<file path="config.mk">
export PLATFORM = sky130hd
export DESIGN_NAME = rf215_rx_link_ctrl
export DESIGN_NICKNAME = d
export VERILOG_FILES = /design/src/rtl/rf215_rx_pkg.sv /design/src/rtl/rf215_word_classify.sv /design/src/rtl/rf215_rx_link_ctrl.sv
export SDC_FILE = /design/constraint.sdc
export NUM_CORES = 1
export LEC_CHECK = 0
export BUFFER_PORTS_ARGS = -buffer_cell sky130_fd_sc_hd__buf_4
export CORE_ASPECT_RATIO = 0.5
export CORE_UTILIZATION = 32
export DETAILED_ROUTE_END_ITERATION = 10
export HOLD_SLACK_MARGIN = 0.1
export PLACE_DENSITY_LB_ADDON = 0.2
export SLEW_MARGIN = 25
export SYNTH_ARGS = -nofsm -noshare
export SYNTH_HDL_FRONTEND = slang
export SYNTH_SLANG_ARGS = --single-unit
</file>
<file path="constraint.sdc">
create_clock -name delayedCLK -period 2.8 [get_ports delayedCLK]
set_clock_uncertainty 0.2 [all_clocks]
set_input_delay 0.14 -clock delayedCLK [delete_from_list [all_inputs] [get_ports delayedCLK]]
set_output_delay 0.14 -clock delayedCLK [all_outputs]
set_load 0.005 [all_outputs]
</file>
<file path="src/rtl/rf215_rx_pkg.sv">
// Shared types and constants for the AT86RF215 LVDS RX link controller.
// Word layout: [31:30] I sync, [29:16] I sample, [15:14] Q sync, [13:0] Q sample.
package rf215_rx_pkg;

  // Link supervisor states; the numeric values are visible on state_o
  typedef enum logic [2:0] {
    ST_OFF    = 3'd0,
    ST_HUNT   = 3'd1,
    ST_LOCKED = 3'd2,
    ST_RESYNC = 3'd3
  } rx_state_e;

  // Classification of a deserialiser word
  typedef enum logic [1:0] {
    CLS_GOOD = 2'd0,
    CLS_ZERO = 2'd1,
    CLS_BAD  = 2'd2
  } word_class_e;

  localparam int WORD_W   = 32;
  localparam int SAMPLE_W = 14;

  localparam logic [1:0] I_SYNC = 2'b10;
  localparam logic [1:0] Q_SYNC = 2'b01;

  localparam int I_SYNC_MSB = 31;
  localparam int I_SYNC_LSB = 30;
  localparam int I_MSB      = 29;
  localparam int I_LSB      = 16;
  localparam int Q_SYNC_MSB = 15;
  localparam int Q_SYNC_LSB = 14;
  localparam int Q_MSB      = 13;
  localparam int Q_LSB      = 0;

  // Saturating 32-bit increment used by the optional statistics counters
  function automatic logic [31:0] sat_inc32(input logic [31:0] value);
    sat_inc32 = (value == 32'hFFFF_FFFF) ? value : value + 32'd1;
  endfunction

endpackage

</file>
<file path="src/rtl/rf215_word_classify.sv">
// Combinational classifier for a 32-bit RF215 LVDS word.
// An all-zero word is reported separately so callers can treat idle fill as neutral.
module rf215_word_classify
  import rf215_rx_pkg::*;
(
  input  logic [31:0] rx_word,
  output logic [1:0]  word_class
);

  // Zero takes precedence; otherwise both sync fields must match to be good
  always_comb begin
    word_class = CLS_BAD;
    if (rx_word == 32'd0) begin
      word_class = CLS_ZERO;
    end else if ((rx_word[I_SYNC_MSB:I_SYNC_LSB] == I_SYNC) &&
                 (rx_word[Q_SYNC_MSB:Q_SYNC_LSB] == Q_SYNC)) begin
      word_class = CLS_GOOD;
    end
  end

endmodule

</file>
<file path="src/rtl/rf215_rx_link_ctrl.sv">
// Link supervisor and sequencer for the AT86RF215 LVDS RX deserialiser.
// Holds the deserialiser in reset until enabled, hunts for sync, declares link
// up/down with hysteresis, forces timed re-syncs and emits 14-bit I/Q samples.
// Optional statistics counters are built when RF215_RX_STATS_EN is defined.
module rf215_rx_link_ctrl
  import rf215_rx_pkg::*;
#(
  parameter int GOOD_TO_LOCK = 4,
  parameter int BAD_TO_DROP  = 3,
  parameter int HUNT_TIMEOUT = 4096,
  parameter int WD_CYCLES    = 48,
  parameter int RST_PULSE    = 8
) (
  input  logic        delayedCLK,
  input  logic        rst_n,
  input  logic        rx_enable,
  input  logic        pll_locked,
  input  logic        word_valid,
  input  logic [31:0] rx_word,
  output logic        rx_rst_n,
  output logic [13:0] i_sample,
  output logic [13:0] q_sample,
  output logic        sample_valid,
  output logic        link_up,
  output logic [2:0]  state_o,
  output logic [15:0] resync_cnt
`ifdef RF215_RX_STATS_EN
  ,
  output logic [31:0] good_cnt,
  output logic [31:0] bad_cnt,
  output logic [31:0] zero_cnt
`endif
);

  localparam int RUN_MAX = (GOOD_TO_LOCK > BAD_TO_DROP) ? GOOD_TO_LOCK : BAD_TO_DROP;
  localparam int RUN_W   = $clog2(RUN_MAX + 1);
  localparam int TMR_W   = $clog2(HUNT_TIMEOUT + 1);
  localparam int WD_W    = $clog2(WD_CYCLES + 1);
  localparam int PULSE_W = $clog2(RST_PULSE + 1);

  // Last count value before each threshold is reached
  localparam logic [RUN_W-1:0]   GOOD_LAST  = RUN_W'(GOOD_TO_LOCK - 1);
  localparam logic [RUN_W-1:0]   BAD_LAST   = RUN_W'(BAD_TO_DROP - 1);
  localparam logic [TMR_W-1:0]   HUNT_LAST  = TMR_W'(HUNT_TIMEOUT - 1);
  localparam logic [WD_W-1:0]    WD_LAST    = WD_W'(WD_CYCLES - 1);
  localparam logic [PULSE_W-1:0] PULSE_LAST = PULSE_W'(RST_PULSE - 1);

  rx_state_e            state_q, state_d;
  logic [RUN_W-1:0]     good_run_q, good_run_d;
  logic [RUN_W-1:0]     bad_run_q, bad_run_d;
  logic [TMR_W-1:0]     hunt_tmr_q, hunt_tmr_d;
  logic [WD_W-1:0]      wd_q, wd_d;
  logic [PULSE_W-1:0]   pulse_q, pulse_d;
  logic [15:0]          resync_cnt_q, resync_cnt_d;
  logic                 rx_rst_n_q, rx_rst_n_d;
  logic                 link_up_q, link_up_d;
  logic                 sample_valid_q, sample_valid_d;
  logic [SAMPLE_W-1:0]  i_sample_q, i_sample_d;
  logic [SAMPLE_W-1:0]  q_sample_q, q_sample_d;

  logic [1:0]  word_class_raw;
  word_class_e word_class;
  logic        link_ok;
  logic        is_good;
  logic        is_bad;
  logic        is_zero;
  logic        wd_expire;
  logic        bad_event;

  rf215_word_classify u_classify (
    .rx_word    (rx_word),
    .word_class (word_class_raw)
  );

  // Qualify the word class with the strobe and combine the enable conditions
  always_comb begin
    word_class = word_class_e'(word_class_raw);
    link_ok    = rx_enable && pll_locked;
    is_good    = word_valid && (word_class == CLS_GOOD);
    is_bad     = word_valid && (word_class == CLS_BAD);
    is_zero    = word_valid && (word_class == CLS_ZERO);
  end

  // Next-state, run counters, timers and sample capture
  always_comb begin
    state_d        = state_q;
    good_run_d     = good_run_q;
    bad_run_d      = bad_run_q;
    hunt_tmr_d     = hunt_tmr_q;
    wd_d           = wd_q;
    pulse_d        = pulse_q;
    resync_cnt_d   = resync_cnt_q;
    sample_valid_d = 1'b0;
    i_sample_d     = i_sample_q;
    q_sample_d     = q_sample_q;
    wd_expire      = 1'b0;
    bad_event      = 1'b0;

    if ((state_q == ST_LOCKED) && is_good) begin
      sample_valid_d = 1'b1;
      i_sample_d     = rx_word[I_MSB:I_LSB];
      q_sample_d     = rx_word[Q_MSB:Q_LSB];
    end

    if (!link_ok) begin
      state_d = ST_OFF;
    end else begin
      case (state_q)
        ST_OFF: begin
          state_d = ST_HUNT;
        end

        ST_HUNT: begin
          hunt_tmr_d = hunt_tmr_q + TMR_W'(1);
          if (is_good) begin
            good_run_d = good_run_q + RUN_W'(1);
          end else if (is_bad) begin
            good_run_d = '0;
          end
          if (is_good && (good_run_q == GOOD_LAST)) begin
            state_d = ST_LOCKED;
          end else if (hunt_tmr_q == HUNT_LAST) begin
            state_d = ST_RESYNC;
          end
        end

        ST_LOCKED: begin
          wd_expire = !word_valid && (wd_q == WD_LAST);
          bad_event = is_bad || wd_expire;
          wd_d      = (word_valid || wd_expire) ? '0 : wd_q + WD_W'(1);
          if (is_good) begin
            bad_run_d = '0;
          end else if (bad_event) begin
            bad_run_d = bad_run_q + RUN_W'(1);
            if (bad_run_q == BAD_LAST) begin
              state_d = ST_RESYNC;
            end
          end
        end

        ST_RESYNC: begin
          pulse_d = pulse_q + PULSE_W'(1);
          if (pulse_q == PULSE_LAST) begin
            state_d = ST_HUNT;
          end
        end

        default: begin
          state_d = ST_OFF;
        end
      endcase
    end

    if (state_d != state_q) begin
      case (state_d)
        ST_OFF: begin
          good_run_d = '0;
          bad_run_d  = '0;
          hunt_tmr_d = '0;
          wd_d       = '0;
          pulse_d    = '0;
        end
        ST_HUNT: begin
          good_run_d = '0;
          bad_run_d  = '0;
          hunt_tmr_d = '0;
        end
        ST_LOCKED: begin
          good_run_d = '0;
          bad_run_d  = '0;
          wd_d       = '0;
        end
        ST_RESYNC: begin
          pulse_d = '0;
          if (resync_cnt_q != 16'hFFFF) begin
            resync_cnt_d = resync_cnt_q + 16'd1;
          end
        end
        default: begin
          good_run_d = '0;
        end
      endcase
    end

    rx_rst_n_d = (state_d == ST_HUNT) || (state_d == ST_LOCKED);
    link_up_d  = (state_d == ST_LOCKED);
  end

  // State and datapath registers
  always_ff @(posedge delayedCLK or negedge rst_n) begin
    if (!rst_n) begin
      state_q        <= ST_OFF;
      good_run_q     <= '0;
      bad_run_q      <= '0;
      hunt_tmr_q     <= '0;
      wd_q           <= '0;
      pulse_q        <= '0;
      resync_cnt_q   <= '0;
      rx_rst_n_q     <= 1'b0;
      link_up_q      <= 1'b0;
      sample_valid_q <= 1'b0;
      i_sample_q     <= '0;
      q_sample_q     <= '0;
    end else begin
      state_q        <= state_d;
      good_run_q     <= good_run_d;
      bad_run_q      <= bad_run_d;
      hunt_tmr_q     <= hunt_tmr_d;
      wd_q           <= wd_d;
      pulse_q        <= pulse_d;
      resync_cnt_q   <= resync_cnt_d;
      rx_rst_n_q     <= rx_rst_n_d;
      link_up_q      <= link_up_d;
      sample_valid_q <= sample_valid_d;
      i_sample_q     <= i_sample_d;
      q_sample_q     <= q_sample_d;
    end
  end

  assign rx_rst_n     = rx_rst_n_q;
  assign link_up      = link_up_q;
  assign sample_valid = sample_valid_q;
  assign i_sample     = i_sample_q;
  assign q_sample     = q_sample_q;
  assign state_o      = state_q;
  assign resync_cnt   = resync_cnt_q;

`ifdef RF215_RX_STATS_EN
  logic [31:0] good_cnt_q, good_cnt_d;
  logic [31:0] bad_cnt_q, bad_cnt_d;
  logic [31:0] zero_cnt_q, zero_cnt_d;

  // Count each word class outside OFF; heading into OFF wipes the statistics
  always_comb begin
    good_cnt_d = good_cnt_q;
    bad_cnt_d  = bad_cnt_q;
    zero_cnt_d = zero_cnt_q;
    if (state_d == ST_OFF) begin
      good_cnt_d = '0;
      bad_cnt_d  = '0;
      zero_cnt_d = '0;
    end else if (state_q != ST_OFF) begin
      if (is_good) good_cnt_d = sat_inc32(good_cnt_q);
      if (is_bad)  bad_cnt_d  = sat_inc32(bad_cnt_q);
      if (is_zero) zero_cnt_d = sat_inc32(zero_cnt_q);
    end
  end

  // Statistics registers
  always_ff @(posedge delayedCLK or negedge rst_n) begin
    if (!rst_n) begin
      good_cnt_q <= '0;
      bad_cnt_q  <= '0;
      zero_cnt_q <= '0;
    end else begin
      good_cnt_q <= good_cnt_d;
      bad_cnt_q  <= bad_cnt_d;
      zero_cnt_q <= zero_cnt_d;
    end
  end

  assign good_cnt = good_cnt_q;
  assign bad_cnt  = bad_cnt_q;
  assign zero_cnt = zero_cnt_q;
`else
  // Zero words only matter to the statistics counters
  logic unused_zero;
  assign unused_zero = is_zero;
`endif

endmodule
</file>
---- Yosys cells after proc, flatten, opt, wreduce, memory -nomap -nowiden ----
Cells that the tools add are included.
word-level totals
  flip-flop bits (word level) ............. 79
  word-level logic and storage cells ...... 90
operators by class
  add/subtract/negate cells ............... 6
  mux-type cells .......................... 36
  reduce and logical (&&, ||, !) cells .... 20
  equal/unequal tests ..................... 16
operators with widths
  cell                                              number
  2-to-1 mux 3 bit                                  19
  2-to-1 mux 13 bit                                 4
  logical NOT 32 bit                                1
  2-to-1 mux 6 bit                                  5
  == test 3 x 2 -> 1 bit (second input constant)    6
  adder 16 x 1 -> 16 bit (second input constant)    1
  2-to-1 mux 4 bit                                  4
  != test 16 bit (second input constant)            1
  adder 13 x 1 -> 13 bit (second input constant)    1
  == test 13 x 12 -> 1 bit (second input constant)  1
  one-hot mux 3 bit (4 select lines)                1
  logical AND 1 bit                                 7
  adder 3 x 1 -> 3 bit (second input constant)      2
  adder 6 x 1 -> 6 bit (second input constant)      1
  == test 3 x 1 -> 1 bit (second input constant)    2
  == test 6 bit (second input constant)             1
  logical NOT 3 bit                                 2
  OR reduction 2 bit                                3
  adder 4 x 1 -> 4 bit (second input constant)      1
  == test 2 bit (second input constant)             2
  == test 4 x 3 -> 1 bit (second input constant)    1
  2-to-1 mux 2 bit                                  2
  logical OR 1 bit                                  3
  != test 3 bit                                     1
  6 further kinds                                   6

---- Depth between registers and ports, before layout ----
Gate-level depths: netlist of the first run.
  depth after elaboration ................. 15
  depth in mapped cells ................... 9

---- By module ----
Synthesis of the first run repeated with hierarchy kept, for this count alone.
unflattened totals
  cells, all modules ...................... 417
  area total of the unflattened synthesis .. 3897.5 um^2
modules (own cells, without submodules)
  module               seq. area each (um^2)  cells an instance  times used  area each (um^2)
  rf215_rx_link_ctrl   1976.9                 404                1           3803.6
  rf215_word_classify  0.0                    13                 1           93.8

---- Least setup slack after synthesis of the first run ----
No wires, ideal clock.
  kind .................................... reg-to-reg
  from .................................... register good_run_q[0]
  to ...................................... register resync_cnt_q[14] (netlist: resync_cnt[14])
  data required time ...................... 2476 ps
  library setup time ...................... 124 ps
  path buffers ............................ 1
  clock period less this slack ............ 2552 ps
  stages on the path, launching flop included .. 10
  data arrival time ....................... 2228 ps
  path slack .............................. 248 ps
  cells stage by stage .................... dfrtp_1 -> ha_1 -> ha_1 -> and4b_1 -> a211o_1 -> o32a_1 -> a211oi_4 -> buf_6 -> nand4_1 -> xnor2_1
between the ends
  word-level cells in the longest chain between the ends .. 7
ends and longest elaborated chain
  what                                                            line                                                  RTL
  from (decl)                                                     rf215_rx_link_ctrl.sv:49                              logic [RUN_W-1:0] good_run_q, good_run_d;
  from (signal assigned)                                          rf215_rx_link_ctrl.sv:206                             good_run_q <= good_run_d;
  == test 3 x 2 -> 1 bit (*)                                      rf215_rx_link_ctrl.sv:120                             if (is_good && (good_run_q == GOOD_LAST)) begin
  logical AND 1 bit (*)                                           rf215_rx_link_ctrl.sv:120
  2-to-1 mux 3 bit (*)                                            rf215_rx_link_ctrl.sv:120
  one-hot mux 3 bit (4 select lines) (*)                          rf215_rx_link_ctrl.sv:108                             case (state_q)
  2-to-1 mux 3 bit (*)                                            rf215_rx_link_ctrl.sv:105                             if (!link_ok) begin
  != test 3 bit / == test 3 x 2 -> 1 bit (equally long branches)  rf215_rx_link_ctrl.sv:154, rf215_rx_link_ctrl.sv:155
  AND reduction 3 bit (no source line) (*)                        --
  to (signal assigned)                                            rf215_rx_link_ctrl.sv:211                             resync_cnt_q <= resync_cnt_d;
  to (decl)                                                       rf215_rx_link_ctrl.sv:54                              logic [15:0] resync_cnt_q, resync_cnt_d;
Every way passes the cells marked *; elsewhere a longest branch is shown, timed or not.
A chain may end at the register's enable or synchronous reset.

---- Final worst setup path of the first run ----
  from .................................... register good_run_q[0]
  to ...................................... register resync_cnt_q[1] (netlist: resync_cnt[1])
The elaborated chain is that of the path after synthesis.

==> results of run 1 <==
what timing repair did:
item                                    CTS  global route
endpoints found under the setup margin    0            11
setup buffers                             0             2
hold buffers                             31             0
endpoints found under the hold margin   114             0
gates resized for setup                   0             2
sequential cells by signal, summed over array words and instances, names as in the netlist:
| name | flops |
|---|---|
| wd_q | 6 |
| rx_rst_n | 1 |
| hunt_tmr_q | 13 |
| i_sample | 14 |
| pulse_q | 4 |
| resync_cnt | 16 |
| bad_run_q | 3 |
| sample_valid | 1 |
| good_run_q | 3 |
| link_up | 1 |
| q_sample | 14 |
| state_o | 3 |
critical path: stages (launching register included):
cell	delay (ns)
dfrtp_1	0.39
ha_1	0.20
ha_1	0.20
and4b_1	0.20
a211o_1	0.33
o32a_1	0.21
a211oi_4	0.29
buf_12	0.18
mux2_2	0.33
path summary, 6_finish.rpt:
check,startpoint,to,slack (ns)
max reg2reg,good_run_q[0]$_DFF_PN0_,resync_cnt[1]$_DFFE_PN0P_,0.14
min in group asynchronous,rst_n,q_sample[7]$_DFFE_PN0P_,0.21
max,good_run_q[0]$_DFF_PN0_,resync_cnt[1]$_DFFE_PN0P_,0.14
min reg2reg,resync_cnt[4]$_DFFE_PN0P_,resync_cnt[4]$_DFFE_PN0P_,0.30
min,pll_locked,hunt_tmr_q[1]$_DFF_PN0_,0.15
max in group asynchronous,rst_n,state_o[0]$_DFF_PN0_,1.67
area by class of cell:
| class | count | area share (%) |
|---|---|---|
| Sequential cell | 79 | 36.6 |
| Multi-Input combinational cell | 244 | 33.7 |
| Timing Repair Buffer | 134 | 20.6 |
| Clock buffer | 11 | 4.49 |
| Tap cell | 159 | 3.68 |
| Inverter | 8 | 0.556 |
| Clock inverter | 4 | 0.417 |
routing by layer:
layer / vias to the layer above / track usage [%] / part of all wire, %
met3: 10 / 4.29 / 3.9
li1: 1505 / - / -
met5: - / 0 / 0
met4: 0 / 5.24 / 1.1
met1: 1457 / 19.8 / 48
met2: 46 / 24.7 / 47
power groups by stage:
stage,sequential [uW],combinational [uW],clock (uW)
2_1_floorplan,1170,38.4,0
3_3_place_gp,1170,126,0
3_5_place_dp,1170,125,0
4_1_cts,1150,158,1090
5_1_grt,1150,174,1140
6_report,1150,158,1060
through the flow:
step	worst slack (ns)	cell area [um2]	hold WS, ns	util (%)	std cells
after global routing	0.00591	5410	0.177	47.5	639
after detailed placement	0.144	4800	0.183	42.1	591
final	0.138	5410	0.152	47.5	639
after global placement	0.150	4800	0.185	42.1	591
after floorplan	0.248	3880	-0.356	-	340
after CTS	0.0115	5370	0.146	47.2	637
cells by family (layout without fill, tap and decap cells):
logic type	after synthesis	in the layout	synth area share, %
other	1	1	0.0967
muxes	31	31	8.93
AOI/OAI and AO/OA	35	35	7.71
DFF	79	79	51.0
and+or+nand+nor	134	134	19.4
adders and majority gates	8	8	2.58
buffers and inverters	17	157	2.42
xor gates and xnor gates	35	35	7.90
cell usage in the layout (no fill, tap or decap), types with 2 or more instances in the layout:
cell type / n
dlygate4sd3_1: 31
and4_1: 3
nand2_1: 19
clkbuf_16: 9
nor2b_1: 3
and3_1: 11
a31oi_1: 2
ha_1: 8
inv_1: 8
buf_4: 100
xnor2_1: 24
xor2_1: 11
nor4_1: 9
nand4_1: 18
nand3_1: 11
clkinv_2: 3
nor4_2: 2
buf_12: 2
nor3b_1: 2
mux2i_1: 2
nor2_1: 32
nor3_1: 8
or4_4: 2
mux2_2: 29
o21ai_0: 5
dfrtp_1: 79
nand3b_1: 3
a21oi_1: 13
a211oi_4: 2
==> impl_metrics.csv, run 1 <==
group,metric,value,unit
critical_path,cp.arrival,2.68,ns
synth,async_reset_ff_share,100,%
clocking,htree_levels,3,
timing,rsz0062_at_grt,"false",
place,io_buffers,86,
timing,finalSetupTns,0,ns
pwr,p_leak,0.00256,uW
pwr,internal-power,1840,uW
place,post-dp-hpwl,6220,um
synth,synth_edf_count,0,
floorplan,die_x,158,um
clocking,cts-root-buf,"clkbuf_16",
grt,grt_overflow,0,
timing,fin_crit,2.66,ns
timing,max_freq,0.376,GHz
synth,synth_top_area_share,51.0,%
synth,synth_common_cells,"dfrtp_1 (79), nor2_1 (32), mux2_2 (29), xnor2_1 (24), nand2_1 (19)",
synth,synth_warnings,0,
critical_path,path_max_fanout,16,
floorplan,start_util,34.1,%
clocking,clock_latency,0.33,ns
floorplan,ios,87,
route,remaining_drc_errors,0,
floorplan,dieHeight,79.9,um
hold_path,holdCritPathClass,"input pin to flip-flop",
pwr,pwr-share-clk,44.7,%
pwr,power_switching,520,uW
timing,maxSlewViolCount,0,
synth,yosysTopAreaCell,"dfrtp_1",
final_layout,final.fill_count,1030,
critical_path,cp_data_required_time,2.82,ns
hold_path,min_path_cells,4,
timing,max_slew_margin,51.3,%
synth,synth_area_leaders,"dfrtp_1 (51%), mux2_2 (8.4%), xnor2_1 (5.4%)",
run,maxCapViolations,0,
grt,grt_pass1_vias,3028,
route,drt_iter0_drc,165,
clocking,cts_tree,"done",
timing,hold_viol_final,0,
clocking,clkTransAtPathRegs,0.06,ns
final_layout,seq_area,1980,um2
clocking,cts.sinks,79,
grt,grt_util_all_layers,15.4,%
grt,grt_max_degree,80,
synth,netlist_area,3880,um2
synth,netlist-cell-type-count,55,
synth,ys.flop_type,"dfrtp_1",
critical_path,crit_type,"flip-flop to flip-flop",
route,antenna_left,0,
final_layout,drive_gt1_share,34.2,%
synth,ys_seq_elements,79,
route,via_per_inst,4.72,
timing,finalCritPeriodShare,95.1,%
grt,antenna_found_initial,0,
route,dr_total_vias,3018,
place,place_congestion,0.802,
clocking,numCtsBuffers,9,
synth,synth_cells,340,
pwr,p_comb_share,6.7,%
critical_path,rr_worst_depth,8,
floorplan,core-area,11400,um2
status,status,"finished clean",
pwr,cellPowerDensity,437,nW/um2
clocking,cts_buffer_depth,2,
pwr,power,2360,uW
final_layout,fin_nets,521,
synth,synth_most_common_cell,"dfrtp_1",
grt,grt_pass1_wl,14800,um
critical_path,cp-start-kind,"flip-flop",
pwr,sequentialPowerShare,48.5,%
final_layout,syn_to_final_growth,39.3,%
pwr,switching_share,22.0,%
synth,yosysSeqAreaShare,51.0,%
route,wl_per_cell,14.0,um
floorplan,die_area,12600,um2
route,routed_wl,8970,um
final_layout,diodes,0,
floorplan,std_cell_rows,27,
timing,setup_violations,0,
critical_path,end_kind,"flip-flop",
route,first_pass_iters,4,
synth,synth_nets,385,
pwr,peakVddDrop,0.292,mV
synth,syn_area_per_cell,11.4,um2
final_layout,multi_input_area,1820,um2
timing,tightest_slew,0.730,ns
Note: power is estimated with default switching activity, not from simulation.
==> inputs of run 2 (changes only) <==
--- a/config.mk
+++ b/config.mk
@@ -8,6 +8,7 @@
 export BUFFER_PORTS_ARGS = -buffer_cell sky130_fd_sc_hd__buf_4
 export CORE_ASPECT_RATIO = 0.5
 export CORE_UTILIZATION = 32
+export CTS_BUF_LIST = sky130_fd_sc_hd__clkbuf_2
 export DETAILED_ROUTE_END_ITERATION = 10
 export HOLD_SLACK_MARGIN = 0.1
 export PLACE_DENSITY_LB_ADDON = 0.2
==> run 2 against run 1 <==
Against the previous run: global-route usage grew 0.17 points; largest power group unchanged; routed wire length increased by 0.48%; non-clock buffer count grew 9; clock power fell by 54%; final cell count up 1.4%; sequential power hardly changed.
==> impl_metrics.csv, run 2 (synthesis gave the netlist of run 1 again) <==
group,metric,value,unit
place,place_congestion,0.802,
timing,max_slew_margin,51.9,%
pwr,cellPowerDensity,340,nW/um2
final_layout,fin_nets,530,
timing,maxSlewViolCount,0,
critical_path,cp-start-kind,"flip-flop",
timing,setup_violations,0,
critical_path,end_kind,"flip-flop",
floorplan,ios,87,
pwr,peakVddDrop,0.174,mV
clocking,post-cts-setup-buffers,0,
timing,max_freq,0.370,GHz
timing,worst_slack,0.0991,ns
route,remaining_drc_errors,0,
critical_path,crit_path_start,"good_run_q[0]$_DFF_PN0_",
grt,grt_max_degree,80,
clocking,cts.sinks,79,
grt,grt_util_all_layers,15.5,%
final_layout,diodes,0,
critical_path,rr_endpoint,"resync_cnt[1]$_DFFE_PN0P_",
hold_path,holdCritPathClass,"input pin to flip-flop",
critical_path,path_max_fanout,16,
final_layout,syn_to_final_growth,36.8,%
run,maxCapViolations,0,
critical_path,r2r_start,"good_run_q[0]$_DFF_PN0_",
final_layout,post-route-util,46.6,%
place,dp.cells,591,
floorplan,die_x,158,um
final_layout,final_cells,648,
clocking,numCtsBuffers,9,
timing,finalSetupTns,0,ns
floorplan,core-area,11400,um2
timing,finalCritPeriodShare,96.5,%
critical_path,cp.arrival,2.92,ns
critical_path,crit_type,"flip-flop to flip-flop",
grt,grt_pass1_wl,15000,um
place,io_buffers,86,
pwr,p_leak,0.00251,uW
floorplan,dieHeight,79.9,um
critical_path,reg2reg_setup_slack,0.1,ns
route,dr_total_vias,3080,
route,antenna_left,0,
route,via_per_inst,4.75,
timing,rsz0062_at_grt,"false",
timing,hold_viol_final,0,
route,drt_iter0_drc,204,
critical_path,cp_data_required_time,3.02,ns
final_layout,drive_gt1_share,33.5,%
critical_path,rr_worst_depth,8,
final_layout,final_common_cell,"buf_4",
grt,grt_overflow,0,
clocking,clkTransAtPathRegs,0.21,ns
route,routed_wl,9010,um
floorplan,die_area,12600,um2
status,status,"finished clean",
grt,grt_pass1_vias,3117,
place,post-dp-hpwl,6220,um
clocking,cts-root-buf,"clkbuf_2",
timing,fin_crit,2.70,ns
clocking,cts_tree,"done",
grt,antenna_found_initial,0,
final_layout,largest_register_ffs,16,
route,first_pass_iters,4,
floorplan,std_cell_rows,27,
route,wl_per_cell,13.9,um
clocking,htree_levels,3,
hold_path,hold_start,"rx_word[31]",
place,pre_cts_ws,0.144,ns
hold_path,min_path_cells,4,
clocking,cts_buffer_depth,2,
clocking,clock_latency,0.51,ns
floorplan,start_util,34.1,%
final_layout,final_cell_mix,"buf_4 (98), dfrtp_1 (77), dlygate4sd3_1 (42)",
hold_path,whs_endpoint,"state_o[0]$_DFF_PN0_",
timing,tightest_slew,0.722,ns
[run 2: layer usage]
metal	part of all wire, %	global-route usage, %	vias to the layer above
met5	0	0	-
met4	1.3	5.15	0
met3	4.3	4.45	12
met2	47	25.4	58
met1	48	19.7	1489
li1	-	-	1521
[run 2: repair_timing]
item / CTS / global route
gates resized for setup: 0 / 4
setup endpoints to repair: 0 / 4
endpoints found under the hold margin: 124 / 79
hold buffers: 41 / 1
[run 2: stage by stage]
step / instance area, um2 / hold WS (ns) / power [uW]
2_1_floorplan: 3880 / -0.356 / 1200
3_3_place_gp: 4800 / 0.185 / 1290
3_5_place_dp: 4800 / 0.183 / 1290
4_1_cts: 5290 / 0.101 / 1840
5_1_grt: 5310 / 0.112 / 1900
6_report: 5310 / 0.182 / 1810
[run 2: critical path, cell delays in order, from the launching register on]
cell and delay [ns]:
dfrtp_1 0.45, ha_1 0.21, ha_1 0.20, and4b_1 0.20, a211o_1 0.33, o32a_1 0.21, a211oi_4 0.29, buf_12 0.18
mux2_2 0.33
[run 2: how the worst max path moves through the flow]
| stage | end | slack (ns) | depth (start not counted) |
|---|---|---|---|
| global placement | bad_run_q[1]$_DFF_PN0_ | 0.15 | 7 |
| detailed placement | resync_cnt[1]$_DFFE_PN0P_ | 0.14 | 8 |
| CTS | resync_cnt[1]$_DFFE_PN0P_ | 0.10 | 8 |
| finish | resync_cnt[1]$_DFFE_PN0P_ | 0.1 | 8 |
| global route | bad_run_q[1]$_DFF_PN0_ | 0.005 | 7 |
| floorplan | resync_cnt[14]$_DFFE_PN0P_ | 0.25 | 9 |
[run 2: power by group]
group	switching [uW]	internal, uW
Sequential	2.12	1140
Clock	384	108
Combinational	77.1	89.5
[run 2: final cells by class]
class                           instances  area, um2
Tap cell                              159        199
Inverter                                8       30.0
Clock inverter                          5       26.3
Multi-Input combinational cell        244       1820
Timing Repair Buffer                  143       1210
Sequential cell                        79       1980
Fill cell                            1042       6080
Clock buffer                           10       50.0
